**src/rtl/cond_mc_sequencer.sv**
```systemverilog
// cond_mc_sequencer
//   Control-side condition logic plus multicycle-unit sequencer.
//   - Holds the architectural NZCV flag register and evaluates ARM-style
//     4-bit condition codes against it.
//   - Gates the decoder's PC / register / memory write intents.
//   - Launches one of NUNITS multicycle units with a one-cycle start pulse,
//     stalls fetch/decode until that unit reports done, then retires the
//     instruction through a one-cycle writeback slot.
//
//   Optional build macro: MC_TIMEOUT_EN
//     When defined, a WAIT-cycle counter aborts an operation whose unit has
//     not answered within TIMEOUT cycles and raises the sticky
//     mc_timeout_err flag. When undefined there is no counter and WAIT
//     waits indefinitely.
//
//   Handshake: mc_start[i] is a single-cycle registered pulse; the unit
//   answers by holding mc_done[i] high. mc_done is only looked at while in
//   WAIT, and only the bit of the unit that was started is honoured.
//
//   state_dbg exposes the FSM state (0=IDLE, 1=START, 2=WAIT, 3=WB).

`timescale 1ns/1ps

module cond_mc_sequencer #(
    parameter int NUNITS  = 2,
    parameter int OPW     = 2,
    parameter int TIMEOUT = 64,
    localparam int SELW   = (NUNITS > 1) ? $clog2(NUNITS) : 1
) (
    input  logic              CLK,
    input  logic              rst,
    input  logic              dec_valid,
    input  logic [3:0]        cond,
    input  logic [3:0]        alu_flags,
    input  logic [1:0]        flag_w,
    input  logic              pcs,
    input  logic              reg_w,
    input  logic              mem_w,
    input  logic              no_write,
    input  logic              mc_req,
    input  logic [SELW-1:0]   mc_sel,
    input  logic [OPW-1:0]    mc_op,
    input  logic [NUNITS-1:0] mc_done,
    output logic              cond_ex,
    output logic              pc_src,
    output logic              reg_write,
    output logic              mem_write,
    output logic              stall,
    output logic [NUNITS-1:0] mc_start,
    output logic [OPW-1:0]    mc_op_out,
    output logic              mc_write,
    output logic [3:0]        flags,
    output logic              mc_busy,
    output logic              mc_timeout_err,
    output logic [1:0]        state_dbg
);

    typedef enum logic [1:0] {
        S_IDLE  = 2'd0,
        S_START = 2'd1,
        S_WAIT  = 2'd2,
        S_WB    = 2'd3
    } state_t;

    state_t            state_q;
    state_t            state_d;

    logic [3:0]        flags_q;
    logic              cond_pass;

    logic [NUNITS-1:0] sel_oh;      // decoded target unit of the current request
    logic [NUNITS-1:0] sel_oh_q;    // unit owning the in-flight operation
    logic [NUNITS-1:0] start_q;
    logic [OPW-1:0]    op_q;
    logic              wb_reg_q;    // register write intent carried to WB

    logic              req_go;      // a multicycle op is accepted this cycle
    logic              done_sel;    // the owning unit reports done
    logic              abort;       // WAIT gave up on the owning unit

    // Condition evaluation against the registered flags (not alu_flags).
    always_comb begin
        logic n, z, c, v;
        {n, z, c, v} = flags_q;
        cond_pass    = 1'b1;
        case (cond)
            4'b0000: cond_pass = z;                      // EQ
            4'b0001: cond_pass = ~z;                     // NE
            4'b0010: cond_pass = c;                      // CS/HS
            4'b0011: cond_pass = ~c;                     // CC/LO
            4'b0100: cond_pass = n;                      // MI
            4'b0101: cond_pass = ~n;                     // PL
            4'b0110: cond_pass = v;                      // VS
            4'b0111: cond_pass = ~v;                     // VC
            4'b1000: cond_pass = c & ~z;                 // HI
            4'b1001: cond_pass = ~c | z;                 // LS
            4'b1010: cond_pass = (n == v);               // GE
            4'b1011: cond_pass = (n != v);               // LT
            4'b1100: cond_pass = ~z & (n == v);          // GT
            4'b1101: cond_pass = z | (n != v);           // LE
            default: cond_pass = 1'b1;                   // AL and 1111
        endcase
    end

    assign cond_ex = cond_pass;

    // One-hot decode of mc_sel; out-of-range selects fall back to unit 0.
    always_comb begin
        sel_oh = '0;
        for (int i = 0; i < NUNITS; i++) begin
            if (mc_sel == SELW'(i)) begin
                sel_oh[i] = 1'b1;
            end
        end
        if (sel_oh == '0) begin
            sel_oh = NUNITS'(1);
        end
    end

    assign req_go   = (state_q == S_IDLE) & dec_valid & mc_req & cond_pass;
    assign done_sel = |(mc_done & sel_oh_q);

`ifdef MC_TIMEOUT_EN
    localparam int CNTW = $clog2(TIMEOUT + 1);

    logic [CNTW-1:0] wait_cnt_q;
    logic            err_q;

    // Done has priority over the timeout on the final allowed WAIT cycle.
    assign abort = (state_q == S_WAIT) & ~done_sel &
                   (wait_cnt_q == CNTW'(TIMEOUT - 1));

    // WAIT-cycle counter: cleared in START, counts every WAIT cycle.
    always_ff @(posedge CLK) begin
        if (rst) begin
            wait_cnt_q <= '0;
        end else if (state_q == S_START) begin
            wait_cnt_q <= '0;
        end else if (state_q == S_WAIT) begin
            wait_cnt_q <= wait_cnt_q + CNTW'(1);
        end
    end

    // Sticky abort flag, cleared only by reset.
    always_ff @(posedge CLK) begin
        if (rst) begin
            err_q <= 1'b0;
        end else if (abort) begin
            err_q <= 1'b1;
        end
    end

    assign mc_timeout_err = err_q;
`else
    assign abort          = 1'b0;
    assign mc_timeout_err = 1'b0;
`endif

    // FSM state register.
    always_ff @(posedge CLK) begin
        if (rst) begin
            state_q <= S_IDLE;
        end else begin
            state_q <= state_d;
        end
    end

    // FSM next-state logic.
    always_comb begin
        state_d = state_q;
        case (state_q)
            S_IDLE: begin
                if (req_go) begin
                    state_d = S_START;
                end
            end
            S_START: begin
                state_d = S_WAIT;
            end
            S_WAIT: begin
                if (done_sel) begin
                    state_d = S_WB;
                end else if (abort) begin
                    state_d = S_IDLE;
                end
            end
            S_WB: begin
                state_d = S_IDLE;
            end
            default: begin
                state_d = S_IDLE;
            end
        endcase
    end

    // FSM outputs: write gating, stall and writeback select.
    always_comb begin
        pc_src    = 1'b0;
        reg_write = 1'b0;
        mem_write = 1'b0;
        stall     = 1'b0;
        mc_write  = 1'b0;
        case (state_q)
            S_IDLE: begin
                // Stall in the request cycle itself so decode holds the op.
                stall = req_go;
                if (dec_valid & ~mc_req & cond_pass) begin
                    pc_src    = pcs;
                    reg_write = reg_w & ~no_write;
                    mem_write = mem_w;
                end
            end
            S_START, S_WAIT: begin
                stall = 1'b1;
            end
            S_WB: begin
                mc_write  = 1'b1;
                reg_write = wb_reg_q;
            end
            default: begin
                stall = 1'b0;
            end
        endcase
    end

    // Request-time latches and the registered start pulse.
    always_ff @(posedge CLK) begin
        if (rst) begin
            start_q  <= '0;
            sel_oh_q <= '0;
            op_q     <= '0;
            wb_reg_q <= 1'b0;
        end else begin
            start_q <= req_go ? sel_oh : '0;
            if (req_go) begin
                sel_oh_q <= sel_oh;
                op_q     <= mc_op;
                wb_reg_q <= reg_w & ~no_write;
            end
        end
    end

    // NZCV register: only executed single-cycle instructions update it.
    always_ff @(posedge CLK) begin
        if (rst) begin
            flags_q <= 4'b0000;
        end else if (dec_valid & cond_pass & ~mc_req) begin
            if (flag_w[1]) begin
                flags_q[3:2] <= alu_flags[3:2];
            end
            if (flag_w[0]) begin
                flags_q[1:0] <= alu_flags[1:0];
            end
        end
    end

    assign mc_start  = start_q;
    assign mc_op_out = op_q;
    assign flags     = flags_q;
    assign mc_busy   = (state_q != S_IDLE);
    assign state_dbg = state_q;

endmodule

```
**config.mk**
```make
export PLATFORM = sky130hd
export DESIGN_NAME = cond_mc_sequencer
export DESIGN_NICKNAME = d
export VERILOG_FILES = /design/src/rtl/cond_mc_sequencer.sv
export SDC_FILE = /design/constraint.sdc
export NUM_CORES = 1
export LEC_CHECK = 0
export CORE_AREA = 2 2 48 50
export CTS_BUF_LIST = sky130_fd_sc_hd__clkbuf_2 sky130_fd_sc_hd__clkbuf_4 sky130_fd_sc_hd__clkbuf_8
export DETAILED_ROUTE_END_ITERATION = 8
export DIE_AREA = 0 0 50 52
export PLACE_DENSITY = 0.85
export SLEW_MARGIN = 10
export SYNTH_ARGS = -nofsm -noshare
export SYNTH_HDL_FRONTEND = slang
export SYNTH_SLANG_ARGS = --single-unit
```
**constraint.sdc**
```tcl
create_clock -name CLK -period 6.03 [get_ports CLK]
set_clock_uncertainty 0.1 [all_clocks]
set_input_delay 0.603 -clock CLK [delete_from_list [all_inputs] [get_ports CLK]]
set_output_delay 0.603 -clock CLK [all_outputs]
set_load 0.02 [all_outputs]
```
* Yosys cells after proc, flatten, opt, wreduce, memory -nomap -nowiden
Index checks and enable logic that the tools add are counted.
** Word-level totals
- Register bits after elaboration :: 13
- Output and inout bits :: 18
** Operators by class
- Equal/unequal tests :: 20
- Mux-type cells :: 15
- Bitwise operators :: 20
- Reductions and logical operators :: 10
** Operator list (number)
- == test 4 bit, second input constant :: 6
- == test 4 x 3 -> 1 bit, second input constant :: 4
- case mux 1 bit (14 select lines) :: 1
- AND 1 bit :: 10
- == test 4 x 2 -> 1 bit, second input constant :: 2
- two-way mux 1 bit :: 8
- case mux 2 bit (4 select lines) :: 1
- inverter 1 bit :: 7
- two-way mux 2 bit :: 3
- AND reduction 2 bit :: 3
- OR reduction 2 bit :: 3
- == test 2 bit, second input constant :: 2
- == test 4 x 1 -> 1 bit, second input constant :: 1
- logical NOT 2 bit :: 2
- logical NOT 4 bit :: 1
- != test 2 bit, second input constant :: 2
- case mux 1 bit (2 select lines) :: 2
- AND 2 bit :: 1
- == test 2 x 1 -> 1 bit, second input constant :: 1
- bitwise OR 1 bit :: 2
- nonzero test 2 bit :: 1
- == test 1 bit :: 1
- != test 1 bit :: 1

* Depth between registers and ports, before layout
- Word-level depth :: 6
- Depth in mapped cells :: 8
- Gate-level depth less buffers :: 8

* Worst setup path before layout
OpenSTA, ideal clock, no wires.
- Path kind :: input -> output
- From :: in cond[0]
- To :: out stall
- Arrival time :: 2.257 ns
- Data required time :: 5.327 ns
- Setup slack :: 3.070 ns
- Cell stages on the path :: 7
- Buffers on the path :: 1
- Cell sequence :: buf_6 > or4b_1 > a2bb2oi_1 > a211oi_2 > a311o_2 > nand2_1 > a21oi_1
** Between the ends
- Cells in the longest elaborated chain, start to end :: 4
** Ends and longest elaborated chain
- from (decl) :: RTL line 33 : input logic [3:0] cond,
- == test 4 bit, or another cell as far along :: RTL line 86 : case (cond)
- case mux 1 bit (14 select lines) (*) :: RTL line 86
- AND 1 bit (*) :: RTL line 120 : assign req_go = (state_q == S_IDLE) & dec_valid & mc_req & cond_pass;
- case mux 1 bit (2 select lines) (*) :: RTL line 203 : case (state_q)
- to (decl) :: RTL line 48 : output logic stall,
Mark *: on every way between the ends. The rest lies on a longest branch, timed or not.

* Final worst setup path
- From :: in cond[0]
- To :: out pc_src
** Between the ends
- Cells in the longest elaborated chain, start to end :: 5
** Ends and longest elaborated chain
- == test 4 bit, or another cell as far along :: RTL line 86
- case mux 1 bit (14 select lines) (*) :: RTL line 86
- AND 1 bit (*) :: RTL line 207 : if (dec_valid & ~mc_req & cond_pass) begin
- two-way mux 1 bit (*) :: RTL line 207
- two-way mux 1 bit (*) :: RTL line 203
- to (decl) :: RTL line 45 : output logic pc_src,
Marked as above.

==> results by group <==
Clock tree
  • Clock buffer depth: 2
  • CTS Buf Count: 3
  • # hold bufs at CTS: 0
  • Clk pin slew, worst setup/hold paths: 80 ps
  • Clock Sinks: 13
  • CTS Root Cell: clkbuf_4
  • H-tree depth: 1
  • Postcts setup bufs: 0
  • Worst-Skew Late Latency: 260 ps
  • Post-CTS resize count: 0
  • CTS tree: yes

Worst setup path
  • Worst Setup Start Kind: primary input
  • Crit path top cell by count: clkdlybuf4s50_1
  • WP data arrival: about 3400 ps
  • Critical R2R Launch: flags[3]
  • Worst R2R Setup Slack: roughly 3800 ps
  • Worst EP required: 5330 ps
  • Critical-path cell list: clkdlybuf4s50_1 > or4b_1 > a2bb2oi_1 > a211oi_2 > a311oi_2 > nor3_1 > and2_1 > clkdlybuf4s50_1
  • CP endpoint kind: primary output
  • Slowest stage delay, CP: 600 ps
  • RR Endpoint: flags[3]
  • Bufs and invs on worst path: 2
  • Crit path kind: in -> out
  • Critical Path End: pc_src
  • Critical-path top delay cell: clkdlybuf4s50_1
  • Worst Path Max Fanout: 10
  • Reg2reg path depth: 6
  • Top delay family on crit path: buffers and inverters
  • Critical path depth in cells: 8
  • CP Launch Point: cond[0]

Timing
  • Setup_tns: 0 ps
  • Fmax: 245 MHz
  • Minimum clock period: 4090 ps
  • Tcrit/Tclk final: 0.678
  • Worst-margin pin slew: 655 ps
  • Final hold viol count: 0
  • Final hold slack: 384 ps
  • Slew Limit Headroom: 0.563
  • Setup-failing EPs final: 0
  • Final Slew Violations: 0
  • Unrepaired setup endpoints after global routing: no

Drt
  • Top Layer Used: met4
  • DRT Wirelength: around 2.2 mm
  • Met3 WL: 133 microns
  • Vias per cell: 5.30
  • Vias: 949
  • Routed Antenna Nets: 0
  • DR pass1 iterations: 4
  • Met2 Wirelength: roughly 1.0 mm
  • Residual DRC: 0
  • Detailed-routing wirelength on met1: 1.01 mm
  • Routed wire length per instance: 12.3 microns
  • First DRT Iteration DRCs: 24

Power and ir drop
  • Leakage: 0.516 nW
  • Internal Dissipation: 209 uW
  • PD cells: 247 mW/mm^2
  • Peak VDD IR: 0.198 mV
  • Sw Ratio: 0.380
  • Logic pwr share: 0.519
  • Sequential power share: 0.312
  • Clock network power share: 0.169
  • Power consumption: 337 uW
  • Net Sw Power: 128 uW

Logic synthesis
  • Seq/Total Area, Yosys: 0.280
  • Leading area contributor after synthesis: dfxtp_1
  • Syn_nets: 137
  • Number of library cell types mapped by synthesis: 38
  • XOR/XNOR share of the synthesized area: 0.0283
  • Seq cells post-synth: 13
  • Synth area leaders: dfxtp_1, mux2i_1, nand2b_1, ha_1, a21oi_1
  • Ys async rst share: 0
  • Area share of the largest cell type after synthesis: 0.280
  • Post-synthesis cell area: 930 sq um
  • Count leader, synth: dfxtp_1
  • Largest family of logic cells by synthesized area: simple AND/OR/NAND/NOR gates
  • Warnings from Yosys: 0
  • Post-synthesis mux area share: 0.0646
  • Dominant synthesized flop cell: dfxtp_1
  • Post-Synth Simple-Gate Area: 0.303
  • Synth top cells by count: dfxtp_1, inv_1, nand2_1, nand2b_1
  • Synth Area in Compound Gates: 0.219
  • Synthesized instance count: 111
  • EDFF count, synth: 0
  • Syn Area/Cell: 8.38 sq um
  • Synth Area in Adders: 0.0404

Finish
  • Synth-to-layout area growth: 46.6%
  • Share of post-route cells with drive strength above 1: 0.0927
  • # diodes: 0
  • Fin nets: 178
  • Non-Filler Instances: 179

Die
  • Std cell rows: 17
  • Chip width: roughly 50 microns
  • Initial core utilization: 0.441
  • Placeable Area: 0.00211 sq mm
  • Die height: ~52 microns
  • Die area: 0.00260 sq mm
  • Io pins: slightly above 40

Placed design
  • Gpl congestion: 0.737
  • I/O Buffers: 39
  • Cell count after placement: 175
  • Hpwl dp: 1.74 mm

Global routing
  • Vias in the first global route: 877
  • Gr usage total: 0.190
  • Pin count of the biggest net entering global routing: 17
  • Initial antenna violation count: 0
  • First-pass GRT wire length: 3.82 mm
  • Total global routing overflow: 0

Outcome
  • Status: completed

Job
  • Max-cap violation count: 0

Worst hold path
  • Hold WC Path Type: reg -> reg
## power by group through the flow
stage                     combinational [mW]  sequential [mW]  clock (mW)
after floorplan                       0.0938            0.115           0
after global placement                 0.173            0.106           0
after detailed placement               0.174            0.107           0
after CTS                              0.176            0.105      0.0588
after global routing                   0.194            0.108      0.0619
final                                  0.175            0.105      0.0569
## stage by stage
stage / area, sq um / util / worst slack [ps]
after global routing: 1360 / 0.647 / 1750
final: 1360 / 0.647 / 1940
after floorplan: 930 / - / 3070
after detailed placement: 1330 / 0.633 / 1930
after CTS: 1360 / 0.647 / 1920
after global placement: 1330 / 0.633 / 2000
## state kept, by name, summed over array words and instances, names as in the netlist
signal,cells
mc_op_out,2
sel_oh_q,2
state_dbg,2
wb_reg_q,1
flags,4
mc_start,2
## cell usage in the layout (no fill, tap or decap), types with 2 or more instances in the layout
cell type / Yosys / final
a311oi_2: 2 / 2
or4b_1: 2 / 2
nand2b_1: 9 / 9
o211ai_1: 2 / 2
xor2_1: 3 / 3
dfxtp_1: 13 / 13
clkbuf_4: 0 / 4
nand3_1: 6 / 6
nor2_1: 3 / 3
inv_1: 9 / 9
nor3_1: 2 / 2
and2_1: 4 / 4
clkdlybuf4s50_1: 0 / 39
nor3b_2: 2 / 2
nand2_1: 9 / 9
o221a_2: 2 / 2
a21oi_1: 7 / 7
o21ai_0: 7 / 7
mux2i_1: 6 / 6
ha_1: 3 / 3
## cell families after synthesis
group	Yosys count
XOR/XNOR	3
buffers and inverters	12
adder cells (fa/ha/maj)	3
AO/OA/AOI/OAI	27
multiplexers	6
other	1
AND/OR/NAND/NOR	46
flip-flops	13
## layer usage
| layer | vias to the layer above | GRT usage |
|---|---|---|
| met4 | 0 | 0.0741 |
| met5 | - | 0 |
| li1 | 480 | - |
| met2 | 35 | 0.314 |
| met1 | 430 | 0.236 |
| met3 | 4 | 0.0489 |
## final cells by class
type | instances | area (sq um)
clock buffers | 4 | 30.0
fillers | 175 | 743
inverters | 9 | 33.8
multi-input cells | 86 | 613
flip-flops and latches | 13 | 260
well taps | 28 | 35.0
repair buffers | 39 | 390
## worst min path at each step
stage                  end  cells after the start   startpoint  slack (ps)
2_1_floorplan  sel_oh_q[1]                      2  sel_oh_q[1]         350
3_3_place_gp   sel_oh_q[0]                      2  sel_oh_q[0]         370
3_5_place_dp   sel_oh_q[0]                      2  sel_oh_q[0]         370
4_1_cts        sel_oh_q[0]                      2  sel_oh_q[0]         380
5_1_grt        sel_oh_q[1]                      2  sel_oh_q[1]         420
6_report       sel_oh_q[0]                      2  sel_oh_q[0]         380
## worst min-delay path, delay by kind of cell, from the launching register on
family          cells  cell delay, ps
flops               1             320
compound gates      2             120
Power figures use the tool's default switching activity.
